## src/rtl/reg_file_if.sv

```systemverilog
// reg_file_if
// Bundles the signals between the writeback/decode stages and the register file.
//   master : the pipeline side. It drives the write request (w_en, dst_addr_i,
//            data_i) and the read request (rd_en, rs1_addr, rs2_addr), and it
//            receives rs1_data and rs2_data.
//   slave  : the register file. It receives the requests and drives the read data.
// clk and rst are not part of this interface. They stay plain module ports.
interface reg_file_if #(
    parameter int ADDR_LEN  = 5,
    parameter int WORD_SIZE = 32
);
    logic                 w_en;
    logic [ADDR_LEN-1:0]  dst_addr_i;
    logic [WORD_SIZE-1:0] data_i;
    logic                 rd_en;
    logic [ADDR_LEN-1:0]  rs1_addr;
    logic [ADDR_LEN-1:0]  rs2_addr;
    logic [WORD_SIZE-1:0] rs1_data;
    logic [WORD_SIZE-1:0] rs2_data;

    modport master (
        output w_en, dst_addr_i, data_i, rd_en, rs1_addr, rs2_addr,
        input  rs1_data, rs2_data
    );

    modport slave (
        input  w_en, dst_addr_i, data_i, rd_en, rs1_addr, rs2_addr,
        output rs1_data, rs2_data
    );
endinterface

```

## src/rtl/reg_file.sv

```systemverilog
// reg_file
// Architectural register file. It holds 2**ADDR_LEN words of WORD_SIZE bits.
// Register 0 always reads as zero.
//   - Write port: one write per cycle from writeback.
//   - Read ports: two synchronous read ports with registered outputs.
//   - Bypass: a write and a read of the same register on one edge return the
//     new data to the read.
//   - Stall: rd_en=0 holds both read outputs.
//   - Reset: rst is asynchronous and active high. It clears every entry and
//     both read outputs.
// Ports:
//   clk : system clock; all state changes on the rising edge.
//   rst : asynchronous active-high reset.
//   bus : reg_file_if.slave, which carries w_en, dst_addr_i, data_i, rd_en,
//         rs1_addr, rs2_addr, rs1_data and rs2_data.
module reg_file #(
    parameter int ADDR_LEN  = 5,
    parameter int WORD_SIZE = 32
) (
    input  logic       clk,
    input  logic       rst,
    reg_file_if.slave  bus
);
    localparam int NUM_REGS = 2 ** ADDR_LEN;

    // The entries are flops rather than block RAM because reset must clear
    // the whole array asynchronously. The entries are flattened into one
    // vector so that each generate block drives only its own slice.
    logic [NUM_REGS*WORD_SIZE-1:0] mem_flat;

    // A write to register 0 is never stored.
    logic wr_valid;
    assign wr_valid = bus.w_en && (bus.dst_addr_i != '0);

    genvar gi;
    generate
        for (gi = 0; gi < NUM_REGS; gi++) begin : g_entry
            if (gi == 0) begin : g_zero
                // Register 0 has no storage and always reads as zero.
                assign mem_flat[WORD_SIZE-1:0] = '0;
            end else begin : g_store
                logic [WORD_SIZE-1:0] entry_reg;

                always_ff @(posedge clk or posedge rst) begin
                    if (rst) begin
                        entry_reg <= '0;
                    end else if (wr_valid && (bus.dst_addr_i == ADDR_LEN'(gi))) begin
                        entry_reg <= bus.data_i;
                    end
                end

                assign mem_flat[gi*WORD_SIZE +: WORD_SIZE] = entry_reg;
            end
        end
    endgenerate

    // Each read port returns the array contents as they will stand after this
    // edge's write. If the port reads the register being written, the write
    // data is forwarded. wr_valid already excludes register 0, so address 0
    // always reads zero.
    logic [WORD_SIZE-1:0] rs1_next;
    logic [WORD_SIZE-1:0] rs2_next;

    always_comb begin
        rs1_next = mem_flat[int'(bus.rs1_addr)*WORD_SIZE +: WORD_SIZE];
        rs2_next = mem_flat[int'(bus.rs2_addr)*WORD_SIZE +: WORD_SIZE];
        if (wr_valid && (bus.dst_addr_i == bus.rs1_addr)) begin
            rs1_next = bus.data_i;
        end
        if (wr_valid && (bus.dst_addr_i == bus.rs2_addr)) begin
            rs2_next = bus.data_i;
        end
    end

    logic [WORD_SIZE-1:0] rs1_data_reg;
    logic [WORD_SIZE-1:0] rs2_data_reg;

    always_ff @(posedge clk or posedge rst) begin
        if (rst) begin
            rs1_data_reg <= '0;
            rs2_data_reg <= '0;
        end else if (bus.rd_en) begin
            rs1_data_reg <= rs1_next;
            rs2_data_reg <= rs2_next;
        end
    end

    assign bus.rs1_data = rs1_data_reg;
    assign bus.rs2_data = rs2_data_reg;
endmodule

```

## src/flat_wrapper.sv

```systemverilog
// flat-port wrapper written by rule: the top's interface ports become plain ports
module reg_file_flat 
#(
    parameter int ADDR_LEN  = 5,
    parameter int WORD_SIZE = 32
)
  (clk, rst, bus_w_en, bus_dst_addr_i, bus_data_i, bus_rd_en, bus_rs1_addr, bus_rs2_addr, bus_rs1_data, bus_rs2_data);
  reg_file_if #(.ADDR_LEN(ADDR_LEN), .WORD_SIZE(WORD_SIZE)) bus_i ();
  input  logic clk;
  input  logic rst;
  input wire logic [$bits(bus_i.w_en)-1:0] bus_w_en;
  input wire logic [$bits(bus_i.dst_addr_i)-1:0] bus_dst_addr_i;
  input wire logic [$bits(bus_i.data_i)-1:0] bus_data_i;
  input wire logic [$bits(bus_i.rd_en)-1:0] bus_rd_en;
  input wire logic [$bits(bus_i.rs1_addr)-1:0] bus_rs1_addr;
  input wire logic [$bits(bus_i.rs2_addr)-1:0] bus_rs2_addr;
  output wire logic [$bits(bus_i.rs1_data)-1:0] bus_rs1_data;
  output wire logic [$bits(bus_i.rs2_data)-1:0] bus_rs2_data;
  assign bus_i.w_en = bus_w_en;
  assign bus_i.dst_addr_i = bus_dst_addr_i;
  assign bus_i.data_i = bus_data_i;
  assign bus_i.rd_en = bus_rd_en;
  assign bus_i.rs1_addr = bus_rs1_addr;
  assign bus_i.rs2_addr = bus_rs2_addr;
  assign bus_rs1_data = bus_i.rs1_data;
  assign bus_rs2_data = bus_i.rs2_data;
  reg_file #(.ADDR_LEN(ADDR_LEN), .WORD_SIZE(WORD_SIZE)) u_core (.clk(clk), .rst(rst), .bus(bus_i));
endmodule
```

## config.mk

```make
export PLATFORM = sky130hd
export DESIGN_NAME = reg_file_flat
export DESIGN_NICKNAME = d
export VERILOG_FILES = /design/src/rtl/reg_file_if.sv /design/src/rtl/reg_file.sv /design/src/flat_wrapper.sv
export SDC_FILE = /design/constraint.sdc
export NUM_CORES = 2
export LEC_CHECK = 0
export CORE_MARGIN = 8
export CORE_UTILIZATION = 50
export CTS_BUF_LIST = sky130_fd_sc_hd__clkbuf_2
export DETAILED_ROUTE_END_ITERATION = 10
export MAX_ROUTING_LAYER = met4
export PLACE_DENSITY_LB_ADDON = 0.08
export SETUP_SLACK_MARGIN = 0.15
export SLEW_MARGIN = 0
export SYNTH_ARGS = -nofsm -noshare
export SYNTH_HDL_FRONTEND = slang
export SYNTH_SLANG_ARGS = --single-unit
export TNS_END_PERCENT = 1
```

## constraint.sdc

```tcl
create_clock -name clk -period 72 [get_ports clk]
set_clock_uncertainty 0.15 [all_clocks]
set_input_delay 10.8 -clock clk [delete_from_list [all_inputs] [get_ports clk]]
set_output_delay 10.8 -clock clk [all_outputs]
set_load 0.05 [all_outputs]
```

==> flow_metrics.env <==
export IMPL_yosys_top_cells_count="mux2_2 (1,091), dfrtp_1 (1,056), mux4_2 (372)"
export IMPL_synth_cells=3941
export IMPL_cp_start_kind="input pin"
export IMPL_instances_no_fill=5708
export IMPL_fmax_mhz=70.5
export IMPL_grt_pass1_vias=40900
export IMPL_cts_htree_levels=5
export IMPL_setup_violations=0
export IMPL_detail_route_antenna_nets=0
export IMPL_yosys_area_top_type_share_pct=47.5
export IMPL_period_needed_ps=14190
export IMPL_synth_edf_count=0
export IMPL_area_growth_pct=8.97
export IMPL_yosysTopAreaCell="dfrtp_1"
export IMPL_clk_latency_ps=1580
export IMPL_fin_crit_sh_pct=19.7
export IMPL_vias=38600
export IMPL_powerDensity_nw_per_um2=26.5
export IMPL_synth_area_per_cell_sq_um=14.1
export IMPL_max_vdd_ir_drop_mv=0.0138
export IMPL_tightest_slew_ps=1260
export IMPL_crit_arrival_ps=15500
export IMPL_swShare_pct=31.8
export IMPL_io_pins=115
export IMPL_p_leak_nw=26.8
export IMPL_post_cts_buffers=0
export IMPL_clock_sinks=1056
export IMPL_netlist_top_cells_area="dfrtp_1 (47%), mux2_2 (22%), mux4_2 (15%), mux2i_1 (3.5%), clkbuf_1 (1.8%)"
export IMPL_syn_area_sq_um=55700
export IMPL_drc=0
export IMPL_grt_max_degree=112
export IMPL_totalWireLength_um=188000
export IMPL_report_final_slew_viol_count=0
export IMPL_power_switching_w=0.000511
export IMPL_status="finished, final reports clean"
export IMPL_p_comb_share_pct=22.9
export IMPL_multi_input_area_sq_um=27900
export IMPL_synth_distinct_cells=44
export IMPL_grtUsageTotal_pct=31.5
export IMPL_die_h_um=350
export IMPL_seq_area_sq_um=26400
export IMPL_tns_ps=0
export IMPL_slowest_stage="buf_4"
export IMPL_synth_flop_cell="dfrtp_1"
export IMPL_io_buffers=114
export IMPL_hold_path_class="flip-flop to flip-flop"
export IMPL_yosysSeqAreaShare_pct=47.5
export IMPL_place_congestion=0.818
export IMPL_drt_initial_drc_count=4113
export IMPL_finalHoldViolations=0
export IMPL_wire_per_inst_um=33.0
export IMPL_num_fill_cells=9378
export IMPL_syn_nets=3992
export IMPL_clk_pin_slew_worst_paths_ps=80
export IMPL_coreArea_sq_um=111000
export IMPL_timing_critical_path_cells="clkdlybuf4s50_1 -> inv_8 -> buf_4 -> buf_4 -> buf_4 -> buf_4"
export IMPL_dp_hpwl_um=103000
export IMPL_worst_path_most_repeated_cell="buf_4"
export IMPL_rsz0062_at_grt="false"
export IMPL_placementRows=122
export IMPL_die_w_um=350
export IMPL_cts_tree="built"
export IMPL_r2r_setup_slack_ps=69890
export IMPL_layout_drive_gt1_share_pct=48.9
export IMPL_cts_buffers=304
export IMPL_yosysMostFrequentCell="mux2_2"
export IMPL_cap_viol_max_count=0
export IMPL_root_buffer="clkbuf_2"
export IMPL_die_area_sq_um=122000
export IMPL_antenna_found_initial=10
export IMPL_viasPerCell=6.77
export IMPL_placed_cells=5218
export IMPL_nets=4087
export IMPL_crit_path_end_kind="asynchronous set/reset pin"
export IMPL_hold_buffers=0
export IMPL_cp_data_required_time_ps=73300
export IMPL_largest_reg_flops=992
export IMPL_pwr_share_clk_pct=27.5
export IMPL_relSlewSlack_pct=15.9
export IMPL_overflow=0
export IMPL_crit_fanout=111
export IMPL_cts_resized=0
export IMPL_grt_pass1_wl_um=277000
export IMPL_finish_utilization_pct=54.9
export IMPL_clockBufferDepth=4
export IMPL_critPathMaxStageDelay_ps=910
export IMPL_yosys_warnings=0
export IMPL_critPathKind="input pin to asynchronous set/reset pin"
export IMPL_seqPwrFrac_pct=49.6
export IMPL_cellInternalPower_w=0.00110
export IMPL_async_flop_share_pct=100
export IMPL_ys_ff_latch=1056
export IMPL_drt_pass1_iter_count=5
export IMPL_start_util_pct=50.4
[stage by stage]
step | cell area [sq um] | setup WS, ps | total power [W] | hold WS [ps]
3_5_place_dp | 58100 | 56090 | 0.00117 | 354
5_1_grt | 60700 | 57210 | 0.00169 | 388
4_1_cts | 60600 | 57720 | 0.00162 | 372
2_1_floorplan | 55700 | 31330 | 0.00106 | 341
6_report | 60700 | 57810 | 0.00161 | 367
3_3_place_gp | 58100 | 56330 | 0.00115 | 344
[routing by layer]
layer  global-route usage (%)  vias up  part of all wire, %
li1                         -    15400                    -
met1                     41.8    20600                   41
met2                     47.8     2064                   47
met3                     6.32      506                  8.2
met4                     12.6        0                  4.0
met5                        -        -                    0
[power by group through the flow]
stage	combinational (W)	sequential [W]	clock [W]
floorplan	0.000270	0.000795	0
global placement	0.000356	0.000794	0
detailed placement	0.000368	0.000806	0
CTS	0.000369	0.000794	0.000453
global route	0.000393	0.000811	0.000483
finish	0.000368	0.000799	0.000442
[worst paths after layout]
kind	from	end	cells after the start
max	rst	u_core.bus.rs2_data[18]	6
min	u_core.bus.rs1_data[27]	u_core.bus.rs1_data[27]	1
max reg2reg	u_core.g_entry[6].g_store.entry_reg[7]	u_core.bus.rs1_data[7]	5
min reg2reg	u_core.bus.rs1_data[27]	u_core.bus.rs1_data[27]	1
max in group clk	u_core.bus.rs1_data[12]	bus_rs1_data[12]	1
min in group asynchronous	rst	u_core.g_entry[31].g_store.entry_reg[8]	2
[cell families (layout without fill, tap and decap cells)]
| family | count (synthesis) | in the layout | synth area share, % |
|---|---|---|---|
| multiplexers | 1658 | 1658 | 40.6 |
| buffers and inverters | 417 | 686 | 2.98 |
| flip-flops | 1056 | 1056 | 47.5 |
| AND/OR/NAND/NOR | 350 | 350 | 2.92 |
| other | 0 | 10 | 0 |
| XOR/XNOR | 10 | 10 | 0.157 |
| AO/OA/AOI/OAI | 450 | 450 | 5.85 |
[worst max-delay path, delay by kind of cell]
kind | cells | cell delay [ps]
buffers and inverters | 6 | 4510
[placed cells by master (no fill, tap or decap), types with 9 or more instances in the layout]
cell,count
a2111o_1,15
a2111oi_0,17
a211o_1,16
a211oi_1,19
a21oi_1,91
a22o_1,32
a22oi_1,106
and2_1,30
buf_4,87
clkbuf_2,423
clkdlybuf4s50_1,105
clkinv_1,42
dfrtp_1,1056
diode_2,10
mux2_2,1091
mux2i_1,195
mux4_2,372
nand2_1,65
nand2_2,12
nand2b_1,18
nand3_1,18
nor2_1,105
nor2_4,18
nor2b_1,19
nor3_1,33
o2111ai_1,15
o21ai_0,27
o221ai_1,30
o22ai_1,54
o32ai_1,11
xnor2_1,9
[final cells by class]
cell class | count | share of cell area [%]
antenna | 10 | 0.0412
clock buffer | 423 | 3.49
multi-input combinational | 2468 | 46.0
timing repair buffer | 201 | 3.04
tap | 1488 | 3.07
clock inverter | 57 | 0.716
inverter | 5 | 0.0433
sequential | 1056 | 43.6
(Power assumes the default switching activity.)
==> edit (same flow settings) <==
`ADDR_LEN` is set to 5 in 3 places; all go to 4.
--- a/src/rtl/reg_file_if.sv
+++ b/src/rtl/reg_file_if.sv
@@ -7,5 +7,5 @@
 // clk and rst are not part of this interface. They stay plain module ports.
 interface reg_file_if #(
-    parameter int ADDR_LEN  = 5,
+    parameter int ADDR_LEN  = 4,
     parameter int WORD_SIZE = 32
 );
--- a/src/rtl/reg_file.sv
+++ b/src/rtl/reg_file.sv
@@ -15,5 +15,5 @@
 //         rs1_addr, rs2_addr, rs1_data and rs2_data.
 module reg_file #(
-    parameter int ADDR_LEN  = 5,
+    parameter int ADDR_LEN  = 4,
     parameter int WORD_SIZE = 32
 ) (
--- a/src/flat_wrapper.sv
+++ b/src/flat_wrapper.sv
@@ -2,5 +2,5 @@
 module reg_file_flat 
 #(
-    parameter int ADDR_LEN  = 5,
+    parameter int ADDR_LEN  = 4,
     parameter int WORD_SIZE = 32
 )
Interface: changed (resized bus_dst_addr_i, bus_rs1_addr and bus_rs2_addr); port bits go from 115 to 112. No check against the original RTL was run, so the function may have changed too.
==> edit against the unedited design <==
Power decreased by 46%; sequential cell count down 512; register-to-register slack improved by 0.37 ns; clock power is 51% lower; worst setup slack improved by 0.51 ns; wire length down 54%; critical endpoint is now bus_rs1_data[28]; via count is 50% lower; critical path depth fell by 5; largest power group unchanged; area after synthesis fell by 49%; synthesized cell count fell by 49%; design area shrank 48%.
==> edit: results <==
critical_path:
  cpMaxStageDelayCell: "clkdlybuf4s50_1"
  slowest_delay_ns: 0.87
  reg2reg_slack_ns: 70.26
synthesis:
  ys_top_cells_by_area: "dfrtp_1 48%, mux2_2 21%, mux4_2 13%, mux2i_1 4.1%, buf_2 1.6%"
  synth_mux_area_share_pct: 38.4
grt:
  grt_pass1_wl_um: 130000
  grtUsageMet2_pct: 43.4
  antenna_found_initial: 1
layout:
  largest_reg_flops: 480
  finalNetCount: 2132
placement:
  place_ws_ns: 58.03
  place_hpwl_um: 45900
  portBuffers: 111
clocking:
  cts_buffer_depth: 3
  cts_buffers: 145
power_and_ir_drop:
  p_comb_uw: 226
  p_leak_nw: 13.0
  p_total_uw: 869
  pwr-share-clk_pct: 24.8
route:
  wl_met3_um: 5350
  wl_met2_um: 42000
  routed_wl_um: 86400
  firstDrtPassIters: 7
  wl_met1_um: 35600
status:
  status: "finished, final reports clean"
[edit: per-stage QoR]
stage / hold slack (ns) / util (%)
after floorplan: 0.311 / -
after global placement: 0.329 / 53.2
after detailed placement: 0.349 / 53.2
after CTS: 0.366 / 55.4
after global routing: 0.396 / 55.4
final: 0.367 / 55.4
[edit: cells by family after synthesis]
logic type	Yosys count
flops	544
simple gates	110
mux	824
buf+inv	218
xor+xnor	8
compound gates	289
[edit: cell type report]
cell class | count | area [µm²] | area share (%)
flip-flops and latches | 544 | 13600 | 43.6
diodes | 3 | 7.51 | 0.0240
repair buffers | 155 | 1460 | 4.66
clock buffers | 223 | 1120 | 3.57
inverters | 7 | 33.8 | 0.108
multi-input cells | 1231 | 14000 | 44.6
well taps | 756 | 946 | 3.03
clock inverters | 26 | 128 | 0.408
[edit: worst min-delay path, delay by kind of cell, from the launching register on]
kind             cells  cell delay (ns)
flip-flops           1             0.37
AO/OA/AOI/OAI        1             0.06
AND/OR/NAND/NOR      1             0.05
